$ cat src/rtl/btb_predictor_if.sv
`default_nettype none
// ============================================================================
// Module      : btb_predictor_if
// Description : Fetch lookup, EX update and statistics bundle for the BTB.
// Revision    : 1.0 - initial release
// ============================================================================
interface btb_predictor_if #(
    parameter int XLEN               = 32,
    parameter int PERF_COUNTER_WIDTH = 32
);
    logic                          if_valid;
    logic [XLEN-1:0]               if_pc;
    logic                          pred_hit;
    logic                          pred_taken;
    logic [XLEN-1:0]               pred_target;
    logic [1:0]                    pred_state;
    logic                          upd_en;
    logic [XLEN-1:0]               upd_pc;
    logic                          upd_taken;
    logic [XLEN-1:0]               upd_target;
    logic                          upd_is_jump;
    logic                          upd_mispredict;
    logic                          flush_all;
    logic [PERF_COUNTER_WIDTH-1:0] hit_count;
    logic [PERF_COUNTER_WIDTH-1:0] mispredict_count;

    modport master (
        output if_valid, if_pc, upd_en, upd_pc, upd_taken, upd_target,
               upd_is_jump, upd_mispredict, flush_all,
        input  pred_hit, pred_taken, pred_target, pred_state,
               hit_count, mispredict_count
    );

    modport slave (
        input  if_valid, if_pc, upd_en, upd_pc, upd_taken, upd_target,
               upd_is_jump, upd_mispredict, flush_all,
        output pred_hit, pred_taken, pred_target, pred_state,
               hit_count, mispredict_count
    );
endinterface
`default_nettype wire

$ cat src/rtl/btb_predictor.sv
`default_nettype none
// ============================================================================
// Module      : btb_predictor
// Description : Direct-mapped BTB with 2-bit saturating direction counters.
// Revision    : 1.0 - initial release
// ============================================================================
module btb_predictor #(
    parameter int XLEN               = 32,
    parameter int BTB_SIZE           = 64,
    parameter int BTB_INDEX_WIDTH    = $clog2(BTB_SIZE),
    parameter int BTB_TAG_WIDTH      = XLEN - BTB_INDEX_WIDTH - 2,
    parameter int PERF_COUNTER_WIDTH = 32
) (
    input  logic            clk,
    input  logic            rst,
    btb_predictor_if.slave  bus
);
    localparam logic [1:0] C_STRONG_NT = 2'b00;
    localparam logic [1:0] C_WEAK_NT   = 2'b01;
    localparam logic [1:0] C_WEAK_T    = 2'b10;
    localparam logic [1:0] C_STRONG_T  = 2'b11;
    localparam logic [XLEN-1:0]               C_PC_STEP = XLEN'(4);
    localparam logic [PERF_COUNTER_WIDTH-1:0] C_CNT_ONE = PERF_COUNTER_WIDTH'(1);

    logic [BTB_SIZE-1:0]           r_valid;
    logic [1:0]                    r_state  [BTB_SIZE];
    logic [BTB_TAG_WIDTH-1:0]      r_tag    [BTB_SIZE];
    logic [XLEN-1:0]               r_target [BTB_SIZE];
    logic [PERF_COUNTER_WIDTH-1:0] r_hit_count;
    logic [PERF_COUNTER_WIDTH-1:0] r_mis_count;

    logic [BTB_INDEX_WIDTH-1:0] w_lk_idx;
    logic [BTB_TAG_WIDTH-1:0]   w_lk_tag;
    logic                       w_lk_hit;
    logic                       w_lk_taken;
    logic [BTB_INDEX_WIDTH-1:0] w_up_idx;
    logic [BTB_TAG_WIDTH-1:0]   w_up_tag;
    logic                       w_up_hit;
    logic                       w_up_act;
    logic                       w_wr_target;
    logic                       w_alloc;

    // PC bits [1:0] never participate in indexing or tagging.
    logic w_unused;
    assign w_unused = &{1'b0, bus.if_pc[1:0], bus.upd_pc[1:0]};

    assign w_lk_idx   = bus.if_pc[BTB_INDEX_WIDTH+1:2];
    assign w_lk_tag   = bus.if_pc[XLEN-1:BTB_INDEX_WIDTH+2];
    assign w_lk_hit   = r_valid[w_lk_idx] && (r_tag[w_lk_idx] == w_lk_tag);
    assign w_lk_taken = w_lk_hit && r_state[w_lk_idx][1];

    assign bus.pred_hit    = w_lk_hit;
    assign bus.pred_taken  = w_lk_taken;
    assign bus.pred_target = w_lk_taken ? r_target[w_lk_idx] : (bus.if_pc + C_PC_STEP);
    assign bus.pred_state  = w_lk_hit ? r_state[w_lk_idx] : C_WEAK_NT;

    assign w_up_idx    = bus.upd_pc[BTB_INDEX_WIDTH+1:2];
    assign w_up_tag    = bus.upd_pc[XLEN-1:BTB_INDEX_WIDTH+2];
    assign w_up_hit    = r_valid[w_up_idx] && (r_tag[w_up_idx] == w_up_tag);
    // A flush in the same cycle suppresses the whole update.
    assign w_up_act    = bus.upd_en && !bus.flush_all;
    assign w_alloc     = w_up_act && !w_up_hit && bus.upd_taken;
    assign w_wr_target = w_alloc || (w_up_act && w_up_hit && (bus.upd_is_jump || bus.upd_taken));

    always_ff @(posedge clk or posedge rst) begin
        if (rst) begin
            r_valid <= '0;
            for (int i = 0; i < BTB_SIZE; i++) begin
                r_state[i] <= C_WEAK_NT;
            end
        end else if (bus.flush_all) begin
            r_valid <= '0;
        end else if (bus.upd_en) begin
            if (w_up_hit) begin
                if (bus.upd_is_jump) begin
                    r_state[w_up_idx] <= C_STRONG_T;
                end else if (bus.upd_taken) begin
                    if (r_state[w_up_idx] != C_STRONG_T) begin
                        r_state[w_up_idx] <= r_state[w_up_idx] + 2'd1;
                    end
                end else if (r_state[w_up_idx] != C_STRONG_NT) begin
                    r_state[w_up_idx] <= r_state[w_up_idx] - 2'd1;
                end
            end else if (bus.upd_taken) begin
                r_valid[w_up_idx] <= 1'b1;
                r_state[w_up_idx] <= bus.upd_is_jump ? C_STRONG_T : C_WEAK_T;
            end
        end
    end

    // Tags and targets carry no reset; they are unreachable while invalid.
    always_ff @(posedge clk) begin
        if (!rst && w_wr_target) begin
            r_target[w_up_idx] <= bus.upd_target;
        end
        if (!rst && w_alloc) begin
            r_tag[w_up_idx] <= w_up_tag;
        end
    end

    always_ff @(posedge clk or posedge rst) begin
        if (rst) begin
            r_hit_count <= '0;
            r_mis_count <= '0;
        end else begin
            if (bus.if_valid && w_lk_hit && (r_hit_count != '1)) begin
                r_hit_count <= r_hit_count + C_CNT_ONE;
            end
            if (bus.upd_en && bus.upd_mispredict && (r_mis_count != '1)) begin
                r_mis_count <= r_mis_count + C_CNT_ONE;
            end
        end
    end

    assign bus.hit_count        = r_hit_count;
    assign bus.mispredict_count = r_mis_count;
endmodule
`default_nettype wire

$ cat src/flat_wrapper.sv
// flat-port wrapper written by rule: the top's interface ports become plain ports
module btb_predictor_flat 
#(
    parameter int XLEN               = 32,
    parameter int BTB_SIZE           = 64,
    parameter int BTB_INDEX_WIDTH    = $clog2(BTB_SIZE),
    parameter int BTB_TAG_WIDTH      = XLEN - BTB_INDEX_WIDTH - 2,
    parameter int PERF_COUNTER_WIDTH = 32
)
  (clk, rst, bus_if_valid, bus_if_pc, bus_upd_en, bus_upd_pc, bus_upd_taken, bus_upd_target, bus_upd_is_jump, bus_upd_mispredict, bus_flush_all, bus_pred_hit, bus_pred_taken, bus_pred_target, bus_pred_state, bus_hit_count, bus_mispredict_count);
  btb_predictor_if #(.XLEN(XLEN), .PERF_COUNTER_WIDTH(PERF_COUNTER_WIDTH)) bus_i ();
  input  logic clk;
  input  logic rst;
  input wire logic [$bits(bus_i.if_valid)-1:0] bus_if_valid;
  input wire logic [$bits(bus_i.if_pc)-1:0] bus_if_pc;
  input wire logic [$bits(bus_i.upd_en)-1:0] bus_upd_en;
  input wire logic [$bits(bus_i.upd_pc)-1:0] bus_upd_pc;
  input wire logic [$bits(bus_i.upd_taken)-1:0] bus_upd_taken;
  input wire logic [$bits(bus_i.upd_target)-1:0] bus_upd_target;
  input wire logic [$bits(bus_i.upd_is_jump)-1:0] bus_upd_is_jump;
  input wire logic [$bits(bus_i.upd_mispredict)-1:0] bus_upd_mispredict;
  input wire logic [$bits(bus_i.flush_all)-1:0] bus_flush_all;
  output wire logic [$bits(bus_i.pred_hit)-1:0] bus_pred_hit;
  output wire logic [$bits(bus_i.pred_taken)-1:0] bus_pred_taken;
  output wire logic [$bits(bus_i.pred_target)-1:0] bus_pred_target;
  output wire logic [$bits(bus_i.pred_state)-1:0] bus_pred_state;
  output wire logic [$bits(bus_i.hit_count)-1:0] bus_hit_count;
  output wire logic [$bits(bus_i.mispredict_count)-1:0] bus_mispredict_count;
  assign bus_i.if_valid = bus_if_valid;
  assign bus_i.if_pc = bus_if_pc;
  assign bus_i.upd_en = bus_upd_en;
  assign bus_i.upd_pc = bus_upd_pc;
  assign bus_i.upd_taken = bus_upd_taken;
  assign bus_i.upd_target = bus_upd_target;
  assign bus_i.upd_is_jump = bus_upd_is_jump;
  assign bus_i.upd_mispredict = bus_upd_mispredict;
  assign bus_i.flush_all = bus_flush_all;
  assign bus_pred_hit = bus_i.pred_hit;
  assign bus_pred_taken = bus_i.pred_taken;
  assign bus_pred_target = bus_i.pred_target;
  assign bus_pred_state = bus_i.pred_state;
  assign bus_hit_count = bus_i.hit_count;
  assign bus_mispredict_count = bus_i.mispredict_count;
  btb_predictor #(.XLEN(XLEN), .BTB_SIZE(BTB_SIZE), .BTB_INDEX_WIDTH(BTB_INDEX_WIDTH), .BTB_TAG_WIDTH(BTB_TAG_WIDTH), .PERF_COUNTER_WIDTH(PERF_COUNTER_WIDTH)) u_core (.clk(clk), .rst(rst), .bus(bus_i));
endmodule
$ cat config.mk
export PLATFORM = sky130hd
export DESIGN_NAME = btb_predictor_flat
export DESIGN_NICKNAME = d
export VERILOG_FILES = /design/src/rtl/btb_predictor_if.sv /design/src/rtl/btb_predictor.sv /design/src/flat_wrapper.sv
export SDC_FILE = /design/constraint.sdc
export NUM_CORES = 2
export LEC_CHECK = 0
export CORE_UTILIZATION = 40
export CTS_BUF_LIST = sky130_fd_sc_hd__clkbuf_16
export CTS_CLUSTER_SIZE = 28
export DETAILED_ROUTE_END_ITERATION = 8
export MAX_ROUTING_LAYER = met4
export PLACE_DENSITY = 0.62
export SETUP_SLACK_MARGIN = 0.1
export SLEW_MARGIN = 20
export SYNTH_ARGS = -nofsm -noshare
export SYNTH_HDL_FRONTEND = slang
export SYNTH_SLANG_ARGS = --single-unit
$ cat constraint.sdc
create_clock -name clk -period 7.7 [get_ports clk]
set_input_delay 0.77 -clock clk [delete_from_list [all_inputs] [get_ports clk]]
set_output_delay 0.77 -clock clk [all_outputs]
set_load 0.005 [all_outputs]
# After elaboration in Yosys (flattened, before gate mapping)
# Memory sizes are Yosys's and may differ from the RTL's.
# Index checks and enable logic that the tools add are counted.
# op_classes
eq_ne,7
add_sub_neg,5
order_cmp,6
mux,34
n_bitwise,5
n_reduce_logical,28
# op_table
cell,count
$mux 128,6
$bwmux 128,3
$mux 64,4
$or 128x128->128,1
$add 32x1->32 const B,2
$ne 32x32->1 const B,2
$or 64x64->64,1
$eq 24x24->1,2
$add 32x3->32 const B,1
$mux 32,1
$bmux 2 s6,2
$logic_and 1x1->1,16
$ge 7x7->1 const B,2
$lt 6x7->1 const B,2
$not 6->7,2
$bmux 1 s6,2
$demux 2 s6,1
$mux 2,6
$mux 1,8
$reduce_bool 2->1,4
$lt 7x1->1 const B,1
$demux 1 s6,1
$ge 6x1->1 const B,1
$reduce_and 5->1,1
9 further kinds,13
# totals
reg_bits,256
ramBits,3584
elab_cells,154
memories,2
# mem_list
name,words,width,rd,rd_clocked_by_memory_dff,wr,line_no,rtl
u_core.r_target,64,32,1,0,1,btb_predictor.sv:28,logic [XLEN-1:0] r_target [BTB_SIZE];
u_core.r_tag,64,24,2,0,1,btb_predictor.sv:27,logic [BTB_TAG_WIDTH-1:0] r_tag [BTB_SIZE];

# Longest topological paths before layout
# logic_depth
word_depth,10
mapped_depth,24

# Least setup slack after synthesis
# Ideal clock, no wire load.
# synth_timing
path_kind,input port to flip-flop
from,in rst
to,"mem u_core.r_tag[57][0] in the netlist's numbering, enable pin"
path_slack_ns,-1.950
t_required_ns,7.265
cell_stages,4
n_path_buf,1
arrival_ns,9.214
setup_time_ns,0.435
cell_sequence,clkbuf_1 -> inv_1 -> nand2_1 -> nor3_1
# synth_between
elab_chain_cells,4
# synth_rtl
element,line_no,rtl
"start, declared",flat_wrapper.sv:13,input logic rst;
$logic_not 1->1 (no line),n/a,
$logic_and 1x1->1,btb_predictor.sv:96,if (!rst && w_alloc) begin
$mux 1,btb_predictor.sv:96,
$mux 1 (implied by the code),btb_predictor.sv:97,r_tag[w_up_idx] <= w_up_tag;
"end, declared",btb_predictor.sv:27,
# Every way passes these cells.

# Worst setup path after layout
# layout_timing
from,in bus_if_pc[2]
to,out bus_pred_target[28]
# layout_between
elab_chain_cells,6
word_cells_on_any_way,13
# layout_rtl
element,line_no,rtl
"start, declared",flat_wrapper.sv:15,input wire logic [$bits(bus_i.if_pc)-1:0] bus_if_pc;
branches (longest 5 deep; another with $mem_v2 64x24),n/a,
$mux 32 *,btb_predictor.sv:54,assign bus.pred_target = w_lk_taken ? r_target[w_lk_idx] : (bus.if_pc + C_PC_STEP);
"end, declared",flat_wrapper.sv:25,output wire logic [$bits(bus_i.pred_target)-1:0] bus_pred_target;
# Every way passes the cells marked *. The select of a mux whose other input is x is not followed.

==> flow_summary.yaml <==
run_status:
  status: "finished, final reports clean"
timing:
  slew_viol_final: 0
  fmax_ghz: 0.130
  period_share_pct: 99.9
  setup-violations-final: 0
  tns_ns: 0
  hold_violations: 0
  tightest_slew_ns: 1.24
  min_period_ns: 7.69
  rsz0062_at_grt: "false"
  skew_ns: 0.102
  relSlewSlack_pct: 17.1
pwr:
  comb_power_share_pct: 7.8
  total_power_uw: 45700
  p_int_uw: 34900
  switching_power_uw: 10800
  p_seq_share_pct: 50.2
  power.density_nw_per_um2: 236
  ir_drop_uv: 211
  p_leak_uw: 0.0627
  power_switching_share_pct: 23.6
  clkPwrFrac_pct: 42.0
logic_synthesis:
  yosys-top-cells-area: "edfxtp_1, mux4_2, mux2i_1, dfrtp_1, a22oi_1"
  synth_ff_type: "edfxtp_1"
  syn_inst: 8842
  syn_area_sq_um: 166000
  async_flop_share_pct: 6.67
  synth.distinct_cells: 96
  synth_seq_cells: 3840
  synth-edff-count: 3584
  yosysTopAreaCell: "edfxtp_1"
  yosysWarnings: 0
  syn_nets: 8951
  yosysTopAreaCellShare_pct: 65.0
  syn_avg_cell_area_sq_um: 18.7
  synth_seq_area_share_pct: 68.9
global_route:
  grt_pass1_vias: 99600
  gr-total-overflow: 0
  grt_first_pass_wirelength_um: 828000
  antenna_found_initial: 77
  grt_start_max_net_pins: 168
  grt_use_total_pct: 29.5
cts:
  clock_latency_ns: 1.05
  numCtsBuffers: 401
  clock_tree.root_cell: "clkbuf_16"
  clk_pin_slew_ns: 0.06
  cts_sinks: 3840
  cts_tree: "done"
  htreeDepth: 5
  cts_buffer_depth: 4
worst_setup_path:
  cp_cell_sequence: "buf_16 > nor2_1 > buf_4 > buf_4 > a22o_1 > a221oi_1 > a21oi_1 > buf_4 > o21ai_0 > a22oi_1 > o2111ai_1 > nor4_2 > buf_4 > buf_12 > nand2_1 > o21ai_0 > clkdlybuf4s50_1"
  critPathSlowestCell: "nor2_1"
  cp_slowest_stage_delay_ns: 1.02
  cp.arrival_ns: 6.92
  endpoint_kind: "primary output"
  cp.required_ns: 6.93
  crit_path_max_fanout: 75
  worstSetupPathType: "primary input to primary output"
  cp_common_cell: "buf_4"
  critPathTopFamily: "buffers and inverters"
  cp-start-kind: "primary input"
  critPathBufInv: 7
hold_path:
  hold_class: "primary input to flip-flop"
die:
  die_x_um: 645
  dieArea_sq_um: 416000
  start_util_pct: 40.3
  core.rowCount: 235
  die_y_um: 645
  io_pins: 204
  design.core.area_sq_um: 411000
drt:
  drt_iter0_markers: 17100
  ant_nets: 0
  remaining_drc_errors: 0
  drt-pass1-iter-count: 9
  wl_per_cell_um: 39.5
  avgViaCountPerCell: 6.59
  via_count: 101000
  drt-total-wl_um: 607000
cells_and_area:
  finalNetCount: 9628
  final_cell_mix: "edfxtp_1, mux4_2, mux2i_1"
  final_cell_count_no_fill: 15400
  final_area_sq_um: 194000
  layout_commonest_cell: "edfxtp_1"
  area_delta_synth_final_pct: 17.1
  drive_gt1_share_pct: 29.1
placement:
  dp.final_hpwl_um: 387000
  post-place-cells: 14600
  gp_congestion: 1.01
  place_area_sq_um: 181000
  io_buffer_count: 201
run:
  maxCapViolations: 0
routing by layer:
layer / global-route usage, % / wire, um / vias up
met5: - / 0 / -
met3: 8.35 / 73700 / 1804
met1: 35.8 / 213000 / 53200
met4: 17.3 / 42300 / 0
li1: - / - / 38700
met2: 44.1 / 279000 / 7630
layout make-up:
class / instances / area, sq um
flip-flops and latches: 3840 / 114000
inverters: 91 / 362
diodes: 67 / 168
multi-input cells: 4249 / 49000
well taps: 5451 / 6820
repair buffers: 936 / 10500
fillers: 33900 / 217000
clock inverters: 336 / 2770
clock buffers: 404 / 10100
sequential cells by signal, indices dropped and copies added (netlist names):
register / flops
u_core.r_target: 2048
u_core.r_tag: 1536
u_core.bus.hit_count: 32
u_core.bus.mispredict_count: 32
u_core.r_state: 128
u_core.r_valid: 64
through the flow:
step	util, %	worst slack, ns	hold slack [ns]
2_1_floorplan	-	0.501	0.467
3_3_place_gp	44.0	0.513	0.478
3_5_place_dp	44.0	0.485	0.483
4_1_cts	47.1	0.467	0.154
5_1_grt	47.2	0.128	0.274
6_report	47.2	0.00822	0.275
power by group through the flow:
stage | registers, uW | logic (uW) | clock network [uW]
3_5_place_dp | 23400 | 3440 | 0
3_3_place_gp | 23400 | 3400 | 0
4_1_cts | 23000 | 3450 | 19300
6_report | 23000 | 3560 | 19200
2_1_floorplan | 23400 | 1740 | 0
5_1_grt | 23000 | 3590 | 20100
Yosys cell counts (28+ instances only):
cell and count:
a21oi_1 113, a221o_1 51, a221oi_1 117, a22o_1 49
a22oi_1 289, a2bb2oi_1 38, a31oi_1 44, a32o_1 64
and3_1 39, buf_1 98, buf_2 181, buf_4 76
buf_6 28, clkbuf_1 278, dfrtp_1 192, dfstp_2 64
edfxtp_1 3584, inv_1 87, mux2_2 137, mux2i_1 513
mux4_2 1105, nand2_1 306, nand2b_1 35, nand3_1 112
nand4_1 53, nor2_1 233, nor2b_1 28, nor3_1 83
nor4_1 28, o21ai_0 107, o22ai_1 158, o2bb2ai_1 76
xnor2_1 60, xor2_1 73
path summary, 6_finish.rpt:
check / start / endpoint / slack [ns] / cells after the start
min: bus_upd_pc[17] / u_core.r_tag[10][9] / 0.28 / 1
max reg2reg: u_core.r_tag[60][21] / u_core.r_tag[48][12] / 2.28 / 15
min in group asynchronous: rst / u_core.r_valid[5] / 0.48 / 3
max: bus_if_pc[2] / bus_pred_target[28] / 0.008 / 17
max in group asynchronous: rst / u_core.bus.hit_count[1] / 4.73 / 6
min reg2reg: u_core.bus.hit_count[14] / u_core.bus.hit_count[14] / 0.49 / 1
cells by family after synthesis:
group                    after synthesis  share of synthesized area (%)
multiplexers                        1759                           19.1
XOR/XNOR                             133                          0.704
AND/OR/NAND/NOR                     1037                           3.09
adder cells (fa/ha/maj)                5                         0.0378
buffers and inverters                753                           2.14
flip-flops                          3840                           68.9
AO/OA/AOI/OAI                       1315                           6.00
repair_timing:
item / CTS / global route
hold buffers: 0 / 1
endpoints found under the setup margin: 0 / 1
hold endpoints to repair: 0 / 6
resized for setup: 0 / 1
buffers inserted: 0 / 0
worst register-to-register path, delay by kind of cell (launching register included):
family,cells,cell delay (ns)
muxes,1,0.52
and+or+nand+nor,6,1.72
AOI/OAI and AO/OA,3,0.82
DFF,1,0.39
xor gates and xnor gates,1,0.71
buffers and inverters,4,0.96
No activity file was read; power rests on OpenSTA's default activity.
